**config.mk**
```make
export PLATFORM = sky130hd
export DESIGN_NAME = ecc_decode_ctrl
export DESIGN_NICKNAME = d
export VERILOG_FILES = /design/src/rtl/ecc_decode_ctrl.sv
export SDC_FILE = /design/constraint.sdc
export NUM_CORES = 1
export LEC_CHECK = 0
export ABC_AREA = 1
export BUFFER_PORTS_ARGS = -buffer_cell sky130_fd_sc_hd__buf_4
export CAP_MARGIN = 40
export CORE_MARGIN = 2
export CORE_UTILIZATION = 46
export CTS_BUF_LIST = sky130_fd_sc_hd__clkbuf_16
export DETAILED_ROUTE_END_ITERATION = 6
export MAX_ROUTING_LAYER = met4
export PLACE_DENSITY_LB_ADDON = 0.12
export REMOVE_ABC_BUFFERS = 1
export SYNTH_ARGS = -nofsm -noshare
export SYNTH_HDL_FRONTEND = slang
export SYNTH_SLANG_ARGS = --single-unit
```
**constraint.sdc**
```tcl
create_clock -name Clk -period 2 [get_ports Clk]
set_input_delay 0.1 -clock Clk [delete_from_list [all_inputs] [get_ports Clk]]
set_output_delay 0.1 -clock Clk [all_outputs]
set_load 0.005 [all_outputs]
```
**src/rtl/ecc_decode_ctrl.sv**
```systemverilog
`timescale 1ns/1ps
// ecc_decode_ctrl: walks NUM_WORDS SECDED-encoded 16-bit codewords in data memory,
// corrects single errors, flags double errors and writes data plus status back.
module ecc_decode_ctrl #(
    parameter int NUM_WORDS = 15,
    parameter int SRC_BASE  = 30,
    parameter int DST_BASE  = 0
) (
    input  logic       Clk,
    input  logic       Reset,
    input  logic       Start,
    output logic       Busy,
    output logic       Done,
    output logic [7:0] MemAddr,
    input  logic [7:0] MemRdData,
    output logic       MemWrEn,
    output logic [7:0] MemWrData,
    output logic [7:0] Err1Cnt,
    output logic [7:0] Err2Cnt
);

    typedef enum logic [2:0] {IDLE, RDL, RDM, LATM, FIX, WRL, WRM, DONE} state_t;

    localparam logic [7:0] SRC_B    = 8'(SRC_BASE);
    localparam logic [7:0] DST_B    = 8'(DST_BASE);
    localparam logic [5:0] LAST_IDX = 6'(NUM_WORDS - 1);

    state_t      r_state, w_next;
    logic [5:0]  r_idx;
    logic [7:0]  r_lsw, r_msw;
    logic        r_fix_phase;
    logic [3:0]  r_syn;
    logic        r_gpar;
    logic [10:0] r_data;
    logic [1:0]  r_flags;
    logic [7:0]  r_err1, r_err2;

    logic [15:0] w_code;
    logic [3:0]  w_syn;
    logic        w_gpar;
    logic [10:0] w_dflip;
    logic [10:0] w_data;
    logic [1:0]  w_flags;
    logic [7:0]  w_offset;

    assign w_offset = {1'b0, r_idx, 1'b0};
    assign Err1Cnt  = r_err1;
    assign Err2Cnt  = r_err2;

    // NOTE: sequential state uses non-blocking assignments so all registers sample pre-edge values.
    always_ff @(posedge Clk) begin
        if (!Reset) r_state <= IDLE;
        else        r_state <= w_next;
    end

    always_comb begin
        w_next = r_state;
        case (r_state)
            IDLE:    if (Start) w_next = RDL;
            RDL:     w_next = RDM;
            RDM:     w_next = LATM;
            LATM:    w_next = FIX;
            FIX:     w_next = r_fix_phase ? WRL : FIX;
            WRL:     w_next = WRM;
            WRM:     w_next = (r_idx == LAST_IDX) ? DONE : RDL;
            DONE:    w_next = IDLE;
            default: w_next = IDLE;
        endcase
    end

    // FIX spends two cycles: syndrome is registered first, correction applied second.
    always_comb begin
        w_code   = {r_msw, r_lsw};
        w_syn[0] = ^(w_code & 16'hAAAA);
        w_syn[1] = ^(w_code & 16'hCCCC);
        w_syn[2] = ^(w_code & 16'hF0F0);
        w_syn[3] = ^(w_code & 16'hFF00);
        w_gpar   = ^w_code;
    end

    // NOTE: every comb output gets a default first so no path can infer a latch.
    always_comb begin
        w_dflip = '0;
        case (r_syn)
            4'd3:    w_dflip = 11'h001;
            4'd5:    w_dflip = 11'h002;
            4'd6:    w_dflip = 11'h004;
            4'd7:    w_dflip = 11'h008;
            4'd9:    w_dflip = 11'h010;
            4'd10:   w_dflip = 11'h020;
            4'd11:   w_dflip = 11'h040;
            4'd12:   w_dflip = 11'h080;
            4'd13:   w_dflip = 11'h100;
            4'd14:   w_dflip = 11'h200;
            4'd15:   w_dflip = 11'h400;
            default: w_dflip = '0;
        endcase
        w_flags = 2'b00;
        w_data  = {w_code[15:9], w_code[7:5], w_code[3]};
        if (r_gpar) begin
            w_flags = 2'b01;
            w_data  = w_data ^ w_dflip;
        end else if (r_syn != 4'd0) begin
            w_flags = 2'b10;
        end
    end

    always_ff @(posedge Clk) begin
        if (!Reset) begin
            r_idx       <= '0;
            r_lsw       <= '0;
            r_msw       <= '0;
            r_fix_phase <= 1'b0;
            r_syn       <= '0;
            r_gpar      <= 1'b0;
            r_data      <= '0;
            r_flags     <= '0;
            r_err1      <= '0;
            r_err2      <= '0;
        end else begin
            case (r_state)
                IDLE: if (Start) begin
                    r_idx  <= '0;
                    r_err1 <= '0;
                    r_err2 <= '0;
                end
                RDM:  r_lsw <= MemRdData;
                LATM: r_msw <= MemRdData;
                FIX: begin
                    r_fix_phase <= ~r_fix_phase;
                    if (!r_fix_phase) begin
                        r_syn  <= w_syn;
                        r_gpar <= w_gpar;
                    end else begin
                        r_data  <= w_data;
                        r_flags <= w_flags;
                        if (w_flags[0] && r_err1 != 8'hFF) r_err1 <= r_err1 + 8'd1;
                        if (w_flags[1] && r_err2 != 8'hFF) r_err2 <= r_err2 + 8'd1;
                    end
                end
                WRM:  if (r_idx != LAST_IDX) r_idx <= r_idx + 6'd1;
                default: ;
            endcase
        end
    end

    // Write strobe is qualified by Reset so a reset landing on a write edge stores nothing.
    always_comb begin
        Busy      = (r_state != IDLE) && (r_state != DONE);
        Done      = (r_state == DONE);
        MemAddr   = '0;
        MemWrEn   = 1'b0;
        MemWrData = '0;
        case (r_state)
            RDL: MemAddr = SRC_B + w_offset;
            RDM: MemAddr = SRC_B + w_offset + 8'd1;
            WRL: begin
                MemWrEn   = Reset;
                MemAddr   = DST_B + w_offset;
                MemWrData = r_data[7:0];
            end
            WRM: begin
                MemWrEn   = Reset;
                MemAddr   = DST_B + w_offset + 8'd1;
                MemWrData = {r_flags, 3'b000, r_data[10:8]};
            end
            default: ;
        endcase
    end

endmodule

```
======== Word level (Yosys, flattened, before mapping) ========
Memories as Yosys holds them, arrays and structs flattened. A register that Yosys moved wholly into a read port is not among the register bits.
Cells that the tools add are included.
cells by class
  multiplexer cells ....................... 22
  shift-type cells ........................ 0
  multiply operators ...................... 0
  reduce and logical (&&, ||, !) cells .... 19
  bitwise logic cells ..................... 2
  add/sub/neg operators ................... 6
  equality and inequality tests ........... 17
  divide/modulo/power cells ............... 0
  $lt $le $gt $ge ......................... 0
operators with widths
  operator                                                                 count
  16-bit parity                                                            5
  8-bit one-hot mux with 2 select lines                                    3
  8-bit two-way mux                                                        5
  8-bit one-hot mux with 4 select lines                                    1
  8-bit by 1-bit adder with 8-bit output, second input constant            3
  3-bit one-hot mux with 8 select lines                                    1
  8-bit inequality test, second input constant                             2
  3-bit equality test, second input constant                               4
  6-bit two-way mux                                                        2
  6-bit one-hot mux with 2 select lines                                    1
  11-bit two-way mux                                                       1
  11-bit XOR                                                               1
  2-bit inequality test, second input constant                             5
  5-bit by 7-bit adder with 8-bit output, first input constant             1
  7-bit by 1-bit adder with 8-bit output, second input constant            1
  4-bit two-way mux                                                        2
  4-bit AND reduction                                                      2
  6-bit by 1-bit adder with 6-bit output, second input constant            1
  3-bit by 2-bit equality test with 1-bit output, second input constant    2
  6-bit by 4-bit equality test with 1-bit output, second input constant    1
  3-bit two-way mux                                                        2
  6-bit by 4-bit inequality test with 1-bit output, second input constant  1
  2-bit two-way mux                                                        2
  2-bit AND reduction                                                      2
  11 further kinds                                                         15
storage, ports and cells
  memories ................................ 1
  bits in latches ......................... 0
  logic and storage cells ................. 78
  bits in writable memories ............... 0
  bits in read-only memories .............. 176
  output and inout port bits .............. 35
  flip-flop bits (word level) ............. 60
memories
  memory            depth  bits a word  read ports  clocked after Yosys merged registers in  wr ports  RTL line  text
  (name not given)  16     11           1           1                                        0         84        case (r_syn)

======== Logic depth before layout (Yosys ltp) ========
Gate-level depths: netlist of the first run.
  word-level depth ........................ 7
  gate-level depth with buffers ........... 13
  depth with buffers taken out ............ 13

======== Worst setup path before layout of the first run ========
OpenSTA, ideal clock, no wires.
  path kind ............................... reg2reg
  from .................................... register r_idx[0]
  to ...................................... register r_idx[4]
  data required time ...................... 1.884 ns
  arrival time ............................ 1.490 ns
  cell stages (with the launch flop) ...... 11
  setup time .............................. 0.116 ns
  setup slack ............................. 0.394 ns
  cells stage by stage .................... dfxtp_1 -> inv_1 -> ha_1 -> nand3_1 -> nor2_1 -> a21oi_1 -> nand2_2 -> inv_1 -> nand3_1 -> o21ai_0 -> nor2_1
on the way
  word-level cells in the longest chain between the ends .. 3
  elaborated cells on any way between the ends .. 6
ends and longest elaborated chain
  what                                                                                                        RTL line  text
  start: declaration                                                                                          29        logic [5:0] r_idx;
  start signal: assignment                                                                                    141       WRM: if (r_idx != LAST_IDX) r_idx <= r_idx + 6'd1;
  6-bit by 1-bit adder with 6-bit output or 6-bit by 4-bit inequality test with 1-bit output (tied branches)  141
  6-bit two-way mux or 2-bit inequality test (tied branches)                                                  n/a
  6-bit one-hot mux with 2 select lines or 3-bit AND reduction (tied branches)                                n/a
Several ways; a longest one is shown, not always the timed one. The select of a mux whose other input is x is not followed.
A chain may end at the register's enable or synchronous reset.

======== Final worst setup path of the first run ========
  from .................................... register r_state[0]
  to ...................................... output MemAddr[2]
on the way
  word-level cells in the longest chain between the ends .. 2
  elaborated cells on any way between the ends .. 5
ends and longest elaborated chain
  what                                               RTL line  text
  start: declaration                                 28        state_t r_state, w_next;
  start signal: assignment                           53        else r_state <= w_next;
  3-bit equality test, or another cell as far along  154       case (r_state)
  8-bit one-hot mux with 4 select lines (*)          154
  end: declaration                                   14        output logic [7:0] MemAddr,
Mark *: on every way between the ends. The rest lies on a longest branch, timed or not.

==> out/results.ini, run 1 <==
[sta]
final.min_clock_period_ns=1.827
drv_slew=0
clock-skew-final_ns=0.007937
hold_viol=0
rsz0062_at_grt=false
post-route-period-util=0.9133
finalSetupTns_ns=0
setup_viol=0
slew_headroom=0.6349
tightest_slew_ns=0.5471
fmax_mhz=547.4

[detailed_routing]
via_count=3786
wirelength_um=9657
routedWlPerCell_um=12.93
postRouteAntennaNets=0
top_layer_used=met4
wl_met1_um=4784
firstDrtPassIters=6
first_iter_violations=146
wl_met2_um=4320
viasPerCell=5.068
post-route-drc-count=0
met3WireLength_um=468

[die]
die_h_um=94.59
ios=46
initial_core_util=0.4665
die-area_um2=8947
rows=33
core_um2=8093
die_w_um=94.59

[critical_path]
critPathSlowestCell=dfxtp_1
worstRegToRegCells=10
start_kind=flop
required_ns=1.90
critPathKind=reg -> out
path_buf_inv=3
cp.depth=7
crit_path_end_kind=primary output
max_stage_delay_ns=0.45
crit_chain=nor2_4, nor2_1, inv_1, nor2_1, inv_1, o22ai_1, buf_4
arrival_ns=1.73
rrSetupSlack_ns=0.18
cp_top_family=simple AND/OR/NAND/NOR gates
r2r-end=w_dflip[5]
rr_startpoint=r_msw[7]
critical_path.max_fanout=5

[place]
port_buffers=45
place_congestion=0.9086
place_area_um2=4247
hpwl_um=7002

[layout]
drive_above_1_share=0.1293
syn2layout_area_growth_pct=21.51
diodes=0
n_fill_cell=831
utilization=0.5668
postLayoutCellArea_um2=4587
nets=653

[synth]
synth_cell_types=34
syn_area_per_cell_um2=6.453
synth_top_cell_area_share=0.3765
postSynthCellCount=585
ys_top_cells_by_count=167 x nand2_1, 74 x inv_1, 71 x dfxtp_1, 58 x nor2_1, 51 x a21oi_1
synth_most_common_cell=nand2_1
yosys_warnings=0
synth-seq-cells=71
synth_edf_count=0
synth-async-reset-ratio=0
synth_area_leaders=dfxtp_1 38%, nand2_1 17%, inv_1 7.4%, a21oi_1 6.8%, nor2_1 5.8%
yosysSeqAreaShare=0.3765
synth_area_leader_cell=dfxtp_1
synth_area_um2=3775
ys.flop_type=dfxtp_1

[power]
power_frac_comb=0.210
sw_frac_of_total=0.2964
p_switching_uw=1211
power.internal_uw=2875
power_frac_seq=0.382
clockPowerShare=0.408
p_leak_uw=0.002062
peakVddDrop_mv=0.4161
p_per_area_nw_per_um2=890.9

[hold_path]
worstHoldPathCells=3
hold_end=r_lsw[6]
hp-class=in -> reg
worstHoldStart=MemRdData[6]

[cts]
cts.sinks=71
tritoncts=yes
clk_pin_slew_ns=0.06
htree_levels=3
postCtsHoldBufs=0
clk_latency_ns=0.33
cts_buffers=9
clock_tree.buffer_depth=2
cts_root_buffer=clkbuf_16

[global_route]
grt_first_pass_wirelength_um=15810
grt_overflow=0
grt_max_degree=31
track_usage=0.2306
grt_pass1_vias=3362
antenna_found_initial=0

[job]
maxCapViolations=0

[status]
status=complete, no violations

-- kinds of logic after synthesis --
| logic type | after synthesis | synth area share |
|---|---|---|
| AND/OR/NAND/NOR | 292 | 0.3275 |
| adder cells (fa/ha/maj) | 5 | 0.01657 |
| XOR/XNOR | 9 | 0.02088 |
| AO/OA/AOI/OAI | 113 | 0.1611 |
| flip-flops | 71 | 0.3765 |
| buffers and inverters | 95 | 0.09745 |
-- how the worst max path moves through the flow --
| stage | endpoint | startpoint |
|---|---|---|
| 6_report | MemAddr[2] | r_state[0] |
| 5_1_grt | w_dflip[0] | r_state[2] |
| 4_1_cts | MemWrData[7] | r_state[2] |
| 3_5_place_dp | Err1Cnt[7] | r_state[0] |
| 3_3_place_gp | Err1Cnt[7] | r_state[0] |
| 2_1_floorplan | r_flags[0] | r_state[2] |
-- cells in the final DEF (no fill, tap or decap), drive strengths merged, types with 2 or more instances in the layout --
cell type and count:
o22ai 5, nand4 6, clkinv 4, o21ai 42, a211oi 11, nor3 7, nand2 172, xnor2 4
o21a 2, bufinv 2, or2 3, ha 5, inv 77, nand3 37, dfxtp 71, clkbuf 9
a21oi 51, nor2 62, nor4 2, buf 60, xor2 5
-- registers in the layout, indices dropped and copies added, names as in the netlist, 3 cells and up --
register / count
r_state: 3
r_idx: 6
Err2Cnt: 8
r_msw: 8
r_data: 11
w_dflip: 11
r_syn: 4
r_lsw: 8
Err1Cnt: 8
-- metrics by stage --
stage / std cells / total power [uW] / setup WS [ns] / hold slack, ns
CTS: 743 / 4065 / 0.1509 / 0.05257
global placement: 727 / 2385 / 0.1934 / 0.3887
global route: 747 / 4290 / 0.01767 / 0.07409
finish: 747 / 4086 / 0.1733 / 0.05635
detailed placement: 727 / 2401 / 0.1672 / 0.3964
floorplan: 566 / 2131 / 0.2495 / 0.1976
-- what timing repair did --
item | CTS | global route
setup endpoints to repair | 0 | 2
setup buffers | 0 | 4
resized for setup | 0 | 1
-- worst min-delay path, delay by kind of cell --
family | cells | cell delay [ns]
compound gates | 2 | 0.17
buf+inv | 1 | 0.08
-- per-layer routing --
metal  vias up  track usage
met5         -            -
met4         0      0.06643
met3         7      0.03352
met2        93       0.3583
met1      1704       0.3136
li1       1982            -
-- layout make-up --
| type | instances | area [um^2] | share of cell area |
|---|---|---|---|
| Clock buffer | 9 | 225.2 | 0.04910 |
| Clock inverter | 7 | 80.08 | 0.01746 |
| Inverter | 76 | 287.8 | 0.06274 |
| Multi-Input combinational cell | 419 | 1991 | 0.4340 |
| Sequential cell | 71 | 1421 | 0.3099 |
| Tap cell | 105 | 131.4 | 0.02864 |
| Timing Repair Buffer | 60 | 450.4 | 0.09820 |
-- power by group through the flow --
stage	Clock (uW)	Sequential, uW	Combinational (uW)
after global placement	0	1590	797
final	1670	1560	857
after global routing	1740	1570	974
after detailed placement	0	1590	812
after CTS	1690	1560	816
after floorplan	0	1580	552
No activity file was read; power rests on OpenSTA's default activity.
==> inputs of run 2 (changes only) <==
- REMOVE_ABC_BUFFERS: 1 -> default
- TNS_END_PERCENT: default -> 5
==> run 2 against run 1 <==
Die area unchanged; sequential cell count unchanged; critical endpoint is now MemAddr[7]; final area is 0.35% lower; non-clock buffer count down 3; power down 1.4%; first-iteration DRC count up 10%; core utilization shrank 0.20 points.
==> out/results.ini, run 2 (synthesis gave the netlist of run 1 again) <==
[status]
status=complete, no violations

[critical_path]
crit_chain=inv_1, buf_4, ha_1, nand3_1, nand2_1, nor4_1, buf_4
critPathKind=reg -> out
cp_top_family=simple AND/OR/NAND/NOR gates
crit_path_end_kind=primary output
path_buf_inv=3
required_ns=1.90
worstRegToRegCells=8
critPathSlowestCell=dfxtp_2
critical_path.max_fanout=6
arrival_ns=1.73
cpMostUsedCell=buf_4
cp.depth=7
start_kind=flop
max_stage_delay_ns=0.39

[die]
rows=33
die_w_um=94.59
die-area_um2=8947
initial_core_util=0.4665
core_um2=8093
ios=46
die_h_um=94.59

[global_route]
grt_max_degree=27
track_usage=0.2426
grt_pass1_vias=3456
grt_overflow=0
antenna_found_initial=0
grt_first_pass_wirelength_um=16370

[cts]
clk_latency_ns=0.33
cts_buffers=9
clock_tree.buffer_depth=2
tritoncts=yes
cts.sinks=71
cts_root_buffer=clkbuf_16
cts_setup_buffers=0
clk_pin_slew_ns=0.06
htree_levels=3

[synth]
syn_nets=601

[power]
clockPowerShare=0.406
power_frac_seq=0.387
power.internal_uw=2766
p_total_uw=4027
power_frac_comb=0.207
p_switching_uw=1261
peakVddDrop_mv=0.5140
p_per_area_nw_per_um2=881.1
p_leak_uw=0.002033
sw_frac_of_total=0.3132

[sta]
fmax_mhz=546.6
finalSetupTns_ns=0
final.min_clock_period_ns=1.829
slew_headroom=0.6773
rsz0062_at_grt=false
setup_viol=0
tightest_slew_ns=0.4836
post-route-period-util=0.9147
hold_viol=0
fin_ws_ns=0.1706
clock-skew-final_ns=0.005934
drv_slew=0

[hold_path]
worstHoldPathCells=3
hp-class=in -> reg

[detailed_routing]
via_count=3850
wirelength_um=9827
firstDrtPassIters=5
first_iter_violations=161
viasPerCell=5.175
routedWlPerCell_um=13.21
postRouteAntennaNets=0
post-route-drc-count=0

[place]
place_congestion=0.8627
hpwl_um=7206
port_buffers=45
dp_cells=728
post-place-ws_ns=0.1875

[layout]
diodes=0
instances_no_fill=744
syn2layout_area_growth_pct=21.08
nets=650
final_common_cell=nand2_1
layout_common_cells=167 x nand2_1, 74 x inv_1, 69 x dfxtp_1
drive_above_1_share=0.1362

[job]
maxCapViolations=0

==> run 2: final cells by class <==
type / count / area, um^2
multi-input combinational: 419 / 1993
timing repair buffer: 57 / 427.9
clock inverter: 7 / 81.33
tap: 105 / 131.4
clock buffer: 9 / 225.2
inverter: 76 / 287.8
fill: 804 / 3522
sequential: 71 / 1424
==> run 2: power groups by stage <==
stage                     Clock (uW)  Combinational [uW]  Sequential, uW
after floorplan                    0                 589            1560
final                           1630                 834            1560
after global routing            1740                 962            1570
after detailed placement           0                 819            1590
after global placement             0                 814            1590
after CTS                       1660                 825            1560
==> run 2: worst paths after layout <==
| kind | from | end | slack, ns |
|---|---|---|---|
| hold / removal | Reset | r_state[2] | 0.07 |
| setup / recovery | r_idx[0] | MemAddr[7] | 0.17 |
| setup reg to reg | r_state[0] | r_idx[4] | 0.20 |
| hold reg to reg | r_data[7] | r_data[7] | 0.46 |
==> run 2: worst register-to-register path: stages (launching register included) <==
cell,delay [ns]
dfxtp_1,0.37
nor2_4,0.20
nand2_1,0.11
nor2_1,0.28
a21oi_1,0.12
buf_4,0.17
a21oi_1,0.24
o21ai_0,0.15
nor2_1,0.10
==> run 2: per-stage QoR <==
stage	cell area (um^2)	hold slack, ns	utilization
after floorplan	3775	0.2644	-
after global placement	4254	0.3937	0.5257
after detailed placement	4254	0.4019	0.5257
after CTS	4562	0.05836	0.5637
after global routing	4571	0.07319	0.5648
final	4571	0.06516	0.5648
==> run 2: per-layer routing <==
metal	vias to the layer above	global-route usage	routed length, um
met2	71	0.3857	4611
met4	0	0.1075	298
met3	24	0.04310	324
met5	-	-	0
met1	1779	0.3027	4592
li1	1976	-	-
==> run 2: repair_timing <==
action                                  CTS  global route
gates resized for setup                   1             3
hold buffers                              0             0
endpoints found under the setup margin    1             4
==> inputs of run 3 (changes only) <==
- REMOVE_ABC_BUFFERS: default -> 1
==> run 3 against run 2 <==
Core utilization is 0.14 points lower; first-iteration DRC count grew 17%; largest cell class unchanged; sequential cell count unchanged; non-clock buffer count is 1 lower; sequential power about the same.
==> out/results.ini, run 3 (synthesis gave the netlist of run 1 again) <==
[status]
status=complete, no violations

[critical_path]
critPathKind=reg -> out
arrival_ns=1.74
worstRegToRegCells=7
required_ns=1.90
start_kind=flop
critical_path.max_fanout=5
crit_path_end_kind=primary output
r2r-end=w_dflip[6]
rrSetupSlack_ns=0.18
rr_startpoint=r_state[2]

[cts]
cts_buffers=9
cts.sinks=71
clk_latency_ns=0.33
clock_tree.buffer_depth=2
cts_resized=0
cts_setup_buffers=0
clk_pin_slew_ns=0.06
htree_levels=3
tritoncts=yes
postCtsHoldBufs=0
cts_root_buffer=clkbuf_16

[detailed_routing]
postRouteAntennaNets=0
via_count=3774
post-route-drc-count=0
firstDrtPassIters=6
viasPerCell=5.079
routedWlPerCell_um=12.93
first_iter_violations=189
wirelength_um=9604

[die]
ios=46
core_um2=8093
initial_core_util=0.4665
rows=33
die_h_um=94.59
die_w_um=94.59
die-area_um2=8947

[sta]
tightest_slew_ns=0.5505
post-route-period-util=0.9177
slew_headroom=0.6326
fmax_mhz=544.8
drv_slew=0
final.min_clock_period_ns=1.835
clock-skew-final_ns=0.008233
setup_viol=0
finalSetupTns_ns=0
rsz0062_at_grt=false
fin_hold_ws_ns=0.05400
hold_viol=0

[place]
dp_cells=727
port_buffers=45
place_congestion=0.9086
hpwl_um=7002

[layout]
syn2layout_area_growth_pct=20.78
multi_input_area_um2=1993
nets=649
instances_no_fill=743
layout_common_cells=167 x nand2_1, 76 x inv_1, 71 x dfxtp_1
drive_above_1_share=0.1254
final_common_cell=nand2_1
regArea_um2=1421
n_fill_cell=832
diodes=0
utilization=0.5634

[global_route]
antenna_found_initial=0
grt_max_degree=31
grt_pass1_vias=3362
grt_first_pass_wirelength_um=15810
grt_overflow=0
track_usage=0.2306

[power]
p_leak_uw=0.002043
p_total_uw=4055
p_per_area_nw_per_um2=889.4
peakVddDrop_mv=0.4190

[hold_path]
worstHoldStart=MemRdData[6]
hp-class=in -> reg
hold_end=r_lsw[6]
worstHoldPathCells=3

[job]
maxCapViolations=0

[run 3: cell count changes in the layout (fill, tap and decap cells not counted)]
cell,delta
clkinvlp_4,-3
clkinv_1,+2
dfxtp_1,+2
dfxtp_2,-2
inv_1,+2
buf_4,-1
bufinv_16,+1
clkinv_2,+1
clkinv_4,-1
inv_6,-1
inv_8,-1
[run 3: worst max-delay path, stage by stage (launching register included)]
cell and delay (ns):
dfxtp_1 0.45, nor2_4 0.09, nor2_1 0.23, inv_1 0.13, nor2_1 0.15, inv_1 0.09
o22ai_1 0.13, buf_4 0.14
[run 3: routing by layer]
| layer | track usage | vias up | part of all wire |
|---|---|---|---|
| li1 | - | 1976 | - |
| met1 | 0.3136 | 1696 | 0.48 |
| met2 | 0.3583 | 95 | 0.45 |
| met3 | 0.03352 | 7 | 0.061 |
| met4 | 0.06643 | 0 | 0.0092 |
| met5 | - | - | 0 |
[run 3: where the power goes]
group	internal, uW	switching [uW]
registers	1480	79.9
logic	294	529
clock network	1070	599
[run 3: how the worst max path moves through the flow]
stage               cells past startpoint  startpoint  slack (ns)            to
floorplan                               5  r_state[2]        0.25    r_flags[0]
global placement                       10  r_state[0]        0.19    Err1Cnt[7]
detailed placement                     10  r_state[0]        0.17    Err1Cnt[7]
CTS                                     5  r_state[2]        0.15  MemWrData[7]
global route                            8  r_state[2]        0.02    w_dflip[0]
finish                                  7  r_state[0]        0.16    MemAddr[2]
[run 3: cell type report]
class / instances / area share
flip-flops and latches: 71 / 0.3117
clock inverters: 7 / 0.01756
repair buffers: 56 / 0.09221
clock buffers: 9 / 0.04940
well taps: 105 / 0.02881
multi-input cells: 419 / 0.4372
inverters: 76 / 0.06312
[run 3: metrics by stage]
| stage | instance area, um^2 | setup WS, ns |
|---|---|---|
| floorplan | 3695 | 0.2495 |
| global placement | 4247 | 0.1934 |
| detailed placement | 4247 | 0.1672 |
| CTS | 4552 | 0.1509 |
| global route | 4559 | 0.01767 |
| finish | 4559 | 0.1646 |
